File: src/rtl/data_inf_rr_arbiter.sv
// Round-robin, packet-locked arbiter merging NUM valid/ready/last streams into one registered output.
// Optional watchdog (forced release of a stalled lock, err_timeout pulse): define DATA_INF_ARB_WATCHDOG_EN.
module data_inf_rr_arbiter #(
    parameter int NUM     = 4,
    parameter int DSIZE   = 8,
    parameter int TIMEOUT = 256
) (
    input  logic                   clock,
    input  logic                   reset,
    input  logic [NUM*DSIZE-1:0]   s_data,
    input  logic [NUM-1:0]         s_valid,
    input  logic [NUM-1:0]         s_last,
    output logic [NUM-1:0]         s_ready,
    output logic [DSIZE-1:0]       m_data,
    output logic                   m_valid,
    output logic                   m_last,
    input  logic                   m_ready,
    output logic [NUM-1:0]         curr_grant,
    output logic                   locked
`ifdef DATA_INF_ARB_WATCHDOG_EN
    ,
    output logic                   err_timeout
`endif
);

    localparam int PW = (NUM > 1) ? $clog2(NUM) : 1;

    typedef enum logic {IDLE = 1'b0, LOCK = 1'b1} state_t;

    state_t           state, state_next;
    logic [PW-1:0]    ptr, ptr_next;
    logic [PW-1:0]    gidx, gidx_next;
    logic [PW-1:0]    pick, cand;
    logic [NUM-1:0]   grant_next;
    logic             any_req;
    logic             load, hs, hs_last;
    logic             g_valid, g_last;
    logic [DSIZE-1:0] g_data;
    logic             wd_fire;

    assign locked  = (state == LOCK);
    assign load    = m_ready || !m_valid;
    assign g_valid = |(s_valid & curr_grant);
    assign g_last  = |(s_last & curr_grant);
    // The only input-to-output combinational path: s_ready follows m_ready.
    assign s_ready = (locked && load) ? curr_grant : '0;
    assign hs      = locked && load && g_valid;
    assign hs_last = hs && g_last;

    always_comb begin
        g_data = '0;
        for (int i = 0; i < NUM; i++) begin
            if (curr_grant[i]) g_data = s_data[i*DSIZE +: DSIZE];
        end
    end

    // Search ptr+1, ptr+2, ... so the lane after the last winner has top priority.
    always_comb begin
        pick    = ptr;
        cand    = ptr;
        any_req = 1'b0;
        for (int k = 1; k <= NUM; k++) begin
            cand = PW'((int'(ptr) + k) % NUM);
            if (!any_req && s_valid[cand]) begin
                pick    = cand;
                any_req = 1'b1;
            end
        end
    end

`ifdef DATA_INF_ARB_WATCHDOG_EN
    localparam int CW = (TIMEOUT > 1) ? $clog2(TIMEOUT) : 1;
    logic [CW-1:0] wd_cnt;

    assign wd_fire = locked && !g_valid && (wd_cnt == CW'(TIMEOUT - 1));

    always_ff @(posedge clock) begin
        if (reset) begin
            wd_cnt      <= '0;
            err_timeout <= 1'b0;
        end else begin
            err_timeout <= wd_fire;
            if (!locked || hs) wd_cnt <= '0;
            else if (!g_valid) wd_cnt <= wd_cnt + 1'b1;
        end
    end
`else
    assign wd_fire = 1'b0;
`endif

    // NOTE: every variable gets a default before the case, so no latch is inferred.
    always_comb begin
        state_next = state;
        ptr_next   = ptr;
        gidx_next  = gidx;
        grant_next = curr_grant;
        case (state)
            IDLE: begin
                if (any_req) begin
                    state_next = LOCK;
                    gidx_next  = pick;
                    grant_next = NUM'(1) << pick;
                end
            end
            LOCK: begin
                if (hs_last || wd_fire) begin
                    state_next = IDLE;
                    ptr_next   = gidx;
                    grant_next = '0;
                end
            end
            default: state_next = IDLE;
        endcase
    end

    // NOTE: sequential state uses non-blocking assignments so all registers update together.
    always_ff @(posedge clock) begin
        if (reset) begin
            state      <= IDLE;
            ptr        <= PW'(NUM - 1);
            gidx       <= '0;
            curr_grant <= '0;
        end else begin
            state      <= state_next;
            ptr        <= ptr_next;
            gidx       <= gidx_next;
            curr_grant <= grant_next;
        end
    end

    // NOTE: the data register is reset too, so a reset mid-packet leaves no stale beat visible.
    always_ff @(posedge clock) begin
        if (reset) begin
            m_valid <= 1'b0;
            m_data  <= '0;
            m_last  <= 1'b0;
        end else if (hs) begin
            m_valid <= 1'b1;
            m_data  <= g_data;
            m_last  <= g_last;
        end else if (m_ready) begin
            m_valid <= 1'b0;
        end
    end

endmodule
File: config.mk
export PLATFORM = sky130hd
export DESIGN_NAME = data_inf_rr_arbiter
export DESIGN_NICKNAME = d
export VERILOG_FILES = /design/src/rtl/data_inf_rr_arbiter.sv
export SDC_FILE = /design/constraint.sdc
export NUM_CORES = 1
export LEC_CHECK = 0
export BUFFER_PORTS_ARGS = -buffer_cell sky130_fd_sc_hd__clkbuf_2
export CELL_PAD_IN_SITES_DETAIL_PLACEMENT = 0
export CELL_PAD_IN_SITES_GLOBAL_PLACEMENT = 1
export CORE_MARGIN = 4
export CORE_UTILIZATION = 32
export CTS_CLUSTER_DIAMETER = 80
export DETAILED_ROUTE_END_ITERATION = 12
export HOLD_SLACK_MARGIN = 0.05
export PLACE_DENSITY_LB_ADDON = 0.2
export SLEW_MARGIN = 10
export SYNTH_ARGS = -nofsm -noshare
export SYNTH_HDL_FRONTEND = slang
export SYNTH_SLANG_ARGS = --single-unit
export TNS_END_PERCENT = 10
File: constraint.sdc
create_clock -name clock -period 2.7 [get_ports clock]
set_input_delay 0.135 -clock clock [delete_from_list [all_inputs] [get_ports clock]]
set_output_delay 0.135 -clock clock [all_outputs]
set_load 0.03 [all_outputs]
==> metrics.md, run 1 <==
| Metric | Value |
|---|---|
| Port bufs | 61 |
| Worst-Margin Slew | 0.686 ns |
| Setup TNS | 0 ns |
| Clk Latency, worst-skew pair | 0.29 ns |
| CTS Buf Count | 3 |
| Initial Utilization | 0.340 |
| Layout Skew | 0.000985 ns |
| Hold crit path type | in -> reg |
| DRT iter0 DRCs | 36 |
| Detailed Routing Iterations Pass 1 | 4 |
| Syn_nets | 195 |
| Vias per std cell | 5.17 |
| WL per Instance | 14.8 um |
| I/O pins | 62 |
| Yosys warnings | 0 |
| Mapped cell area | 1160 um2 |
| Startpoint types | flip-flop |
| Dominant cells by area after synthesis | dfxtp_1 33%, a21oi_1 9.0%, nor3_2 6.9%, a221oi_1 6.0%, nor2_1 5.2% |
| Fin util | 0.437 |
| Peak VDD IR | 0.311 mV |
| CTS root buf | clkbuf_4 |
| H-tree depth | 1 |
| CP Class | reg -> reg |
| Largest area contributor in the netlist | dfxtp_1 |
| Post CTS Setup Buffer Count | 0 |
| Worst Path Arrival | 2.18 ns |
| Synth Instances | 152 |
| Max clock buf depth | 2 |
| Max Cap Viol | 0 |
| Largest net degree at the start of global routing | 25 |
| Gr ovfl total | 0 |
| Top cell type's share of synthesized area | 0.327 |
| EDFF count, synth | 0 |
| Hold-fix buffers, CTS | 0 |
| Die Area | 4660 um2 |
| Clock sinks | 19 |
| Async set-reset flop share out of synthesis | 0 |
| Status | complete, no violations |
| Vias in the first global route | 1,308 |
| Max-slew violations | 0 |
| Detail Placement HPWL | 2930 um |
| Antenna fix cells | 0 |
| Vias | 1,302 |
| Routability Congestion | 0.842 |
| Initial antenna violation count | 0 |
| Final wirelength | 3740 um |
| Total Routing Usage GR | 0.165 |
| Sequential-to-total area share from yosys stat | 0.327 |
| Clock period minus worst slack | 1.96 ns |
| Unrepaired setup endpoints after global routing | no |
| Post-cts sizing count | 0 |
| Ys flop type | dfxtp_1 |
| Tightest hold margin | 0.180 ns |
| CP Max Fanout | 21 |
| Final Hold Fails | 0 |
| # rows | 21 |
| Reg clk slew, reported paths | 0.10 ns |
| Final period util | 0.725 |
| Residual DRC count | 0 |
| Synthesized area per cell | 7.65 um2 |
| Die Wd | 68.3 um |
| Synth unique cells | 28 |
| FMAX | 511 MHz |
| Area grow syn2layout | 28.5% |
| First-pass GRT wire length | 5830 um |
| TritonCTS clock tree | done |
| Antenna viol nets, final | 0 |
| Setup crit end kind | flip-flop |
| Worst EP required | 2.93 ns |
| Die height | 68.3 um |
| P_leak | 0.709 nW |
| Number of synthesized register bits | 19 |
| Pwr/cell area | 472 nW/um2 |
| Core area | 3420 um2 |
| Final nets | 250 |
| Setup-failing EPs final | 0 |
| Max-slew headroom | 0.542 |
| Layout cells sized above 1 | 0.364 |
-- placed cells by master (no fill, tap or decap), types with 5 or more instances in the layout --
cell type	netlist	layout
o21ai_0	8	8
nor2_1	16	16
inv_1	8	8
nor3_2	8	8
nand3b_1	6	6
a221oi_1	8	8
a21oi_1	21	21
dfxtp_1	19	19
o22ai_1	5	5
clkbuf_2	0	61
nand2_1	14	14
-- per-stage QoR --
stage / power [mW] / cells / cell area, um2 / setup WS, ns
floorplan: 0.493 / 152 / 1160 / 1.10
global placement: 0.570 / 248 / 1470 / 0.858
detailed placement: 0.574 / 248 / 1470 / 0.763
CTS: 0.713 / 252 / 1490 / 0.742
global route: 0.753 / 252 / 1490 / 0.609
finish: 0.705 / 252 / 1490 / 0.741
-- cells by family (layout without fill, tap and decap cells) --
group | Yosys count | count (layout) | share of synthesized area
AO/OA/AOI/OAI | 53 | 53 | 0.292
buffers and inverters | 20 | 74 | 0.0818
flip-flops | 19 | 19 | 0.327
multiplexers | 3 | 3 | 0.0258
AND/OR/NAND/NOR | 57 | 57 | 0.273
-- path summary, 6_finish.rpt --
check | slack, ns | end | cells past startpoint | start
max | 0.74 | ptr[1]$_SDFFE_PP1P_ | 4 | curr_grant[2]$_SDFFE_PP0P_
min | 0.18 | m_data[6]$_SDFFE_PP0P_ | 3 | s_data[30]
max reg2reg | 0.74 | ptr[1]$_SDFFE_PP1P_ | 4 | curr_grant[2]$_SDFFE_PP0P_
min reg2reg | 0.46 | gidx[1]$_SDFFE_PP0P_ | 2 | gidx[1]$_SDFFE_PP0P_
-- critical path: stages, from the launching register on --
cell      delay (ns)
dfxtp_1         0.78
a22o_1          0.27
o211ai_2        0.23
a21oi_2         0.39
mux2i_1         0.23
-- routing by layer --
metal / wire (um) / global-route usage / share of wire / vias to the layer above
met1: 1500 / 0.170 / 0.40 / 598
met5: 0 / 0 / 0 / -
met4: 32 / 0.0372 / 0.0086 / 0
li1: - / - / - / 653
met3: 245 / 0.0427 / 0.066 / 4
met2: 1960 / 0.326 / 0.52 / 47
-- cell type report --
class | count | area (um2)
Fill cell | 387 | 1920
Multi-Input combinational cell | 113 | 687
Sequential cell | 19 | 380
Timing Repair Buffer | 62 | 313
Tap cell | 46 | 57.6
Inverter | 8 | 30.0
Clock buffer | 4 | 26.3
-- flip-flops by register name, summed over array words and instances (netlist names) --
signal / count
ptr: 2
m_valid: 1
m_data: 8
m_last: 1
gidx: 2
curr_grant: 4
locked: 1
-- power by group --
group	total (mW)	internal, mW	switching, mW
Combinational	0.225	0.0847	0.140
Clock	0.140	0.0574	0.0821
Sequential	0.340	0.304	0.0358
Total	0.705	0.446	0.258
-- Yosys cell counts (all sizes together) (2+ instances only) --
cell type,count
nand2,14
nand2b,4
o21ai,8
a22o,2
a21oi,22
a221oi,8
nor2,16
clkbuf,5
buf,7
inv,8
nand3b,6
nor3,10
mux2i,3
and3,4
dfxtp,19
o22ai,5
or3,2
a21o,2
a22oi,2
(Power assumes the default switching activity.)
==> run 2, diff against run 1 <==
- ABC_AREA: unset -> 1
- CORE_UTILIZATION: 32 -> 30
- clock period: 2.7 -> 1.9 ns (I/O delays scaled with it)
==> metrics.md, run 2 <==
| Metric | Value |
|---|---|
| Biggest regs | m_data (8), curr_grant (4) |
| Dominant cells by area after synthesis | dfxtp_1 29%, nand2_1 19%, a21oi_1 12%, o211ai_1 5.7%, nand3_1 4.6% |
| Max Cap Viol | 0 |
| Worst-Margin Slew | 0.425 ns |
| Fillcell total | 454 |
| Gr ovfl total | 0 |
| Top cell type's share of synthesized area | 0.288 |
| Number of synthesized register bits | 19 |
| Syn_nets | 249 |
| Commonest non-fill, non-tap cell in the layout | nand2_1 |
| Layout cells sized above 1 | 0.344 |
| Hold Crit Start | reset |
| Max-slew violations | 0 |
| R2R Path Start | ptr[1]$_SDFFE_PP1P_ |
| Vias per std cell | 4.73 |
| Die Wd | 74.3 um |
| H-tree depth | 1 |
| Vias in the first global route | 1,484 |
| Die Area | 5520 um2 |
| Layout Skew | 0.00152 ns |
| Commonest cells after routing, fill and taps aside | 65 x nand2_1, 61 x clkbuf_2, 31 x a21oi_1 |
| Port bufs | 61 |
| Largest net degree at the start of global routing | 13 |
| Routability Congestion | 0.766 |
| Crit path from | ptr[1]$_SDFFE_PP1P_ |
| Status | complete, no violations |
| WL per Instance | 12.6 um |
| Reg clk slew, reported paths | 0.07 ns |
| Hold-fix buffers, CTS | 0 |
| Synthesized area per cell | 6.40 um2 |
| Yosys warnings | 0 |
| Biggest register | m_data |
| I/O pins | 62 |
| CP Max Fanout | 9 |
| CP Class | reg -> reg |
| Max clock buf depth | 2 |
| Synth unique cells | 24 |
| Setup TNS | 0 ns |
| Async set-reset flop share out of synthesis | 0 |
| Synth Instances | 206 |
| Post CTS Setup Buffer Count | 0 |
| Initial Utilization | 0.320 |
| Post-cts sizing count | 0 |
| Max-slew headroom | 0.716 |
| EDFF count, synth | 0 |
| # rows | 23 |
| DRT iter0 DRCs | 56 |
| Pwr/cell area | 691 nW/um2 |
| Largest area contributor in the netlist | dfxtp_1 |
| Max reg flops | 8 |
| Final period util | 0.886 |
| Core area | 4120 um2 |
| Worst Path Arrival | 1.83 ns |
| Mapped cell area | 1320 um2 |
| CTS root buf | clkbuf_8 |
| Initial antenna violation count | 0 |
| Ys flop type | dfxtp_1 |
| Startpoint types | flip-flop |
| Worst EP required | 2.05 ns |
| P_leak | 0.920 nW |
| Vias | 1,515 |
| Peak VDD IR | 0.468 mV |
| Hold crit path type | in -> reg |
| Cell count after placement | 316 |
| Die height | 74.3 um |
| Setup-failing EPs final | 0 |
| Clock period minus worst slack | 1.68 ns |
| Antenna viol nets, final | 0 |
| TritonCTS clock tree | done |
| Layout Cells excl Fill | 320 |
| CTS Buf Count | 3 |
| Sequential-to-total area share from yosys stat | 0.288 |
| Most frequent cell after synthesis | nand2_1 |
| Most frequent cells after synthesis | 65 x nand2_1, 31 x a21oi_1, 19 x dfxtp_1 |
| Total Routing Usage GR | 0.146 |
| Final Hold Fails | 0 |
| Clock sinks | 19 |
| Final nets | 314 |
| First-pass GRT wire length | 6360 um |
| Final wirelength | 4030 um |
| Detail Placement HPWL | 3290 um |
| Clk Latency, worst-skew pair | 0.25 ns |
| Detailed Routing Iterations Pass 1 | 4 |
| Unrepaired setup endpoints after global routing | no |
| FMAX | 594 MHz |
| Antenna fix cells | 0 |
| Area grow syn2layout | 31.9% |
| Setup crit end kind | flip-flop |
| Residual DRC count | 0 |
==> run 2: final timing paths <==
check                               end  slack [ns]  cells past startpoint
max                gidx[1]$_SDFFE_PP0P_        0.22                     11
min          curr_grant[0]$_SDFFE_PP0P_        0.11                      2
max reg2reg        gidx[1]$_SDFFE_PP0P_        0.22                     11
min reg2reg         m_last$_SDFFE_PP0P_        0.48                      2
==> run 2: layout make-up <==
cell class | count | area, um2 | area share
multi-input cells | 161 | 816 | 0.469
flip-flops and latches | 19 | 380 | 0.219
repair buffers | 68 | 358 | 0.206
inverters | 18 | 77.6 | 0.0446
well taps | 50 | 62.6 | 0.0360
clock buffers | 4 | 45.0 | 0.0259
==> run 2: cells by family after synthesis <==
group	count (synthesis)	synth area share
and+or+nand+nor	104	0.376
AOI/OAI and AO/OA	57	0.243
DFF	19	0.288
buffers and inverters	26	0.0930
==> run 2: per-stage QoR <==
step / hold WS (ns) / area, um2 / setup WS, ns / power, mW / util
2_1_floorplan: 0.280 / 1320 / 0.264 / 0.782 / -
3_3_place_gp: 0.380 / 1690 / 0.172 / 0.942 / 0.412
3_5_place_dp: 0.375 / 1690 / 0.232 / 0.938 / 0.412
4_1_cts: 0.103 / 1740 / 0.217 / 1.22 / 0.423
5_1_grt: 0.114 / 1740 / 0.0551 / 1.28 / 0.423
6_report: 0.110 / 1740 / 0.217 / 1.20 / 0.423
==> run 2: where the power goes <==
part / switching, mW / total, mW / leakage (nW) / internal (mW)
Sequential: 0.0320 / 0.467 / 0.155 / 0.435
Combinational: 0.294 / 0.458 / 0.742 / 0.164
Clock: 0.128 / 0.276 / 0.0228 / 0.149
==> run 2: routing by layer <==
layer | GRT usage | part of all wire | vias to the layer above
met1 | 0.166 | 0.43 | 649
met5 | 0 | 0 | -
met4 | 0.0198 | 0.0067 | 0
met3 | 0.0541 | 0.083 | 4
li1 | - | - | 811
met2 | 0.266 | 0.48 | 51
==> run 2: critical path, cell delays in order (launching register included) <==
cell and delay [ns]:
dfxtp_1 0.54, inv_4 0.10, nand2_2 0.08, nand2_2 0.08, nand2_4 0.10, nand2_4 0.09, nor2_4 0.11, nand3_2 0.10
nand2_4 0.14, inv_2 0.04, o21ai_0 0.14, nor2_1 0.05
==> run 3, diff against run 2 <==
- RECOVER_POWER: unset -> 100
==> metrics.md, run 3 (synthesized netlist as in run 2, its figures left out) <==
| Metric | Value |
|---|---|
| Worst Path Arrival | 1.59 ns |
| Detailed Routing Iterations Pass 1 | 4 |
| CP Max Fanout | 10 |
| Residual DRC count | 0 |
| CP max stage cell | dfxtp_1 |
| Hold Crit Start | reset |
| Layout cells sized above 1 | 0.270 |
| Final wirelength | 4040 um |
| Setup crit end kind | primary output |
| Crit-path most repeated cell | clkbuf_2 |
| Clock period minus worst slack | 1.68 ns |
| CTS root buf | clkbuf_8 |
| Total Routing Usage GR | 0.146 |
| P_leak | 0.851 nW |
| CP cell instances | clkbuf_2, clkinv_1, nor2_1, clkbuf_2 |
| Multi-input gate area | 816 um2 |
| Clk Latency, worst-skew pair | 0.25 ns |
| End of the worst register-to-register path | gidx[1]$_SDFFE_PP0P_ |
| Peak VDD IR | 0.464 mV |
| Fillcell total | 468 |
| Pre-CTS WS | 0.232 ns |
| Pwr/cell area | 695 nW/um2 |
| Detail Placement HPWL | 3290 um |
| Routability Congestion | 0.766 |
| Final period util | 0.887 |
| Clock sinks | 19 |
| DRT iter0 DRCs | 72 |
| Hold crit path type | in -> reg |
| Setup ws final | 0.216 ns |
| Startpoint types | flip-flop |
| Post-cts sizing count | 0 |
| Area grow syn2layout | 29.4% |
| Worst EP required | 1.80 ns |
| CP max stage delay | 0.44 ns |
| Layout Skew | 0.00194 ns |
| First-pass GRT wire length | 6360 um |
| Gr ovfl total | 0 |
| Vias in the first global route | 1,484 |
| Reg clk slew, reported paths | 0.07 ns |
| H-tree depth | 1 |
| Final nets | 314 |
| # rows | 23 |
| Max clock buf depth | 2 |
| Status | complete, no violations |
| Unrepaired setup endpoints after global routing | no |
| WL per Instance | 12.6 um |
| Seq. cell area | 380 um2 |
| Antenna viol nets, final | 0 |
| Die Area | 5520 um2 |
| Commonest non-fill, non-tap cell in the layout | nand2_1 |
| Hold-fix buffers, CTS | 0 |
| Final Hold Fails | 0 |
| Post CTS Setup Buffer Count | 0 |
| FMAX | 594 MHz |
| Core area | 4120 um2 |
| Commonest cells after routing, fill and taps aside | 65 x nand2_1, 44 x clkbuf_2, 31 x a21oi_1 |
| Antenna fix cells | 0 |
| Die height | 74.3 um |
| Max-slew headroom | 0.687 |
| Worst-Margin Slew | 0.470 ns |
| Biggest register | m_data |
| I/O pins | 62 |
| Die Wd | 74.3 um |
| CP Class | reg -> out |
| Setup TNS | 0 ns |
| TritonCTS clock tree | done |
| Initial antenna violation count | 0 |
| Reg2Reg Setup Slack | 0.22 ns |
| Largest net degree at the start of global routing | 13 |
| Hold Path Stages | 2 |
| Max-slew violations | 0 |
| CTS Buf Count | 3 |
| R2R Path Start | ptr[1]$_SDFFE_PP1P_ |
| Port bufs | 61 |
| Vias | 1,516 |
| Setup-failing EPs final | 0 |
| WHS Endpoint | curr_grant[0]$_SDFFE_PP0P_ |
| Max reg flops | 8 |
| Initial Utilization | 0.320 |
| Biggest regs | m_data (8), curr_grant (4) |
| Vias per std cell | 4.74 |
| Max Cap Viol | 0 |
| R2R cell count | 11 |
-- run 3: worst max path at each step --
stage,startpoint,to,cells after the start
2_1_floorplan,curr_grant[2]$_SDFFE_PP0P_,s_ready[2],3
3_3_place_gp,ptr[1]$_SDFFE_PP1P_,gidx[0]$_SDFFE_PP0P_,11
3_5_place_dp,ptr[0]$_SDFFE_PP1P_,gidx[1]$_SDFFE_PP0P_,9
4_1_cts,ptr[0]$_SDFFE_PP1P_,gidx[1]$_SDFFE_PP0P_,9
5_1_grt,ptr[0]$_SDFFE_PP1P_,curr_grant[1]$_SDFFE_PP0P_,10
6_report,curr_grant[2]$_SDFFE_PP0P_,s_ready[2],4
-- run 3: report_power, final --
part	leakage (nW)	total [mW]	switching [mW]	internal, mW
clock	0.0228	0.275	0.126	0.149
sequential	0.155	0.466	0.0316	0.435
combinational	0.673	0.445	0.294	0.151
-- run 3: critical path: cells and delay by family (launching register included) --
| family | cells | cell delay, ns |
|---|---|---|
| buffers and inverters | 3 | 0.74 |
| AND/OR/NAND/NOR | 1 | 0.16 |
| flip-flops | 1 | 0.44 |
-- run 3: layout make-up --
cell class | count | share of cell area
sequential | 19 | 0.223
clock buffer | 4 | 0.0264
multi-input combinational | 161 | 0.478
timing repair buffer | 68 | 0.191
inverter | 18 | 0.0455
tap | 50 | 0.0367
-- run 3: metal layers --
metal / track usage / wire, um
met5: 0 / 0
met4: 0.0198 / 42
met3: 0.0541 / 327
met2: 0.266 / 1910
met1: 0.166 / 1760
-- run 3: stage by stage --
stage	instances	hold slack [ns]	area [um2]	util	power (mW)
2_1_floorplan	206	0.280	1320	-	0.782
3_3_place_gp	316	0.380	1690	0.412	0.942
3_5_place_dp	316	0.375	1690	0.412	0.938
4_1_cts	320	0.103	1740	0.423	1.22
5_1_grt	320	0.114	1710	0.415	1.27
6_report	320	0.111	1710	0.415	1.19
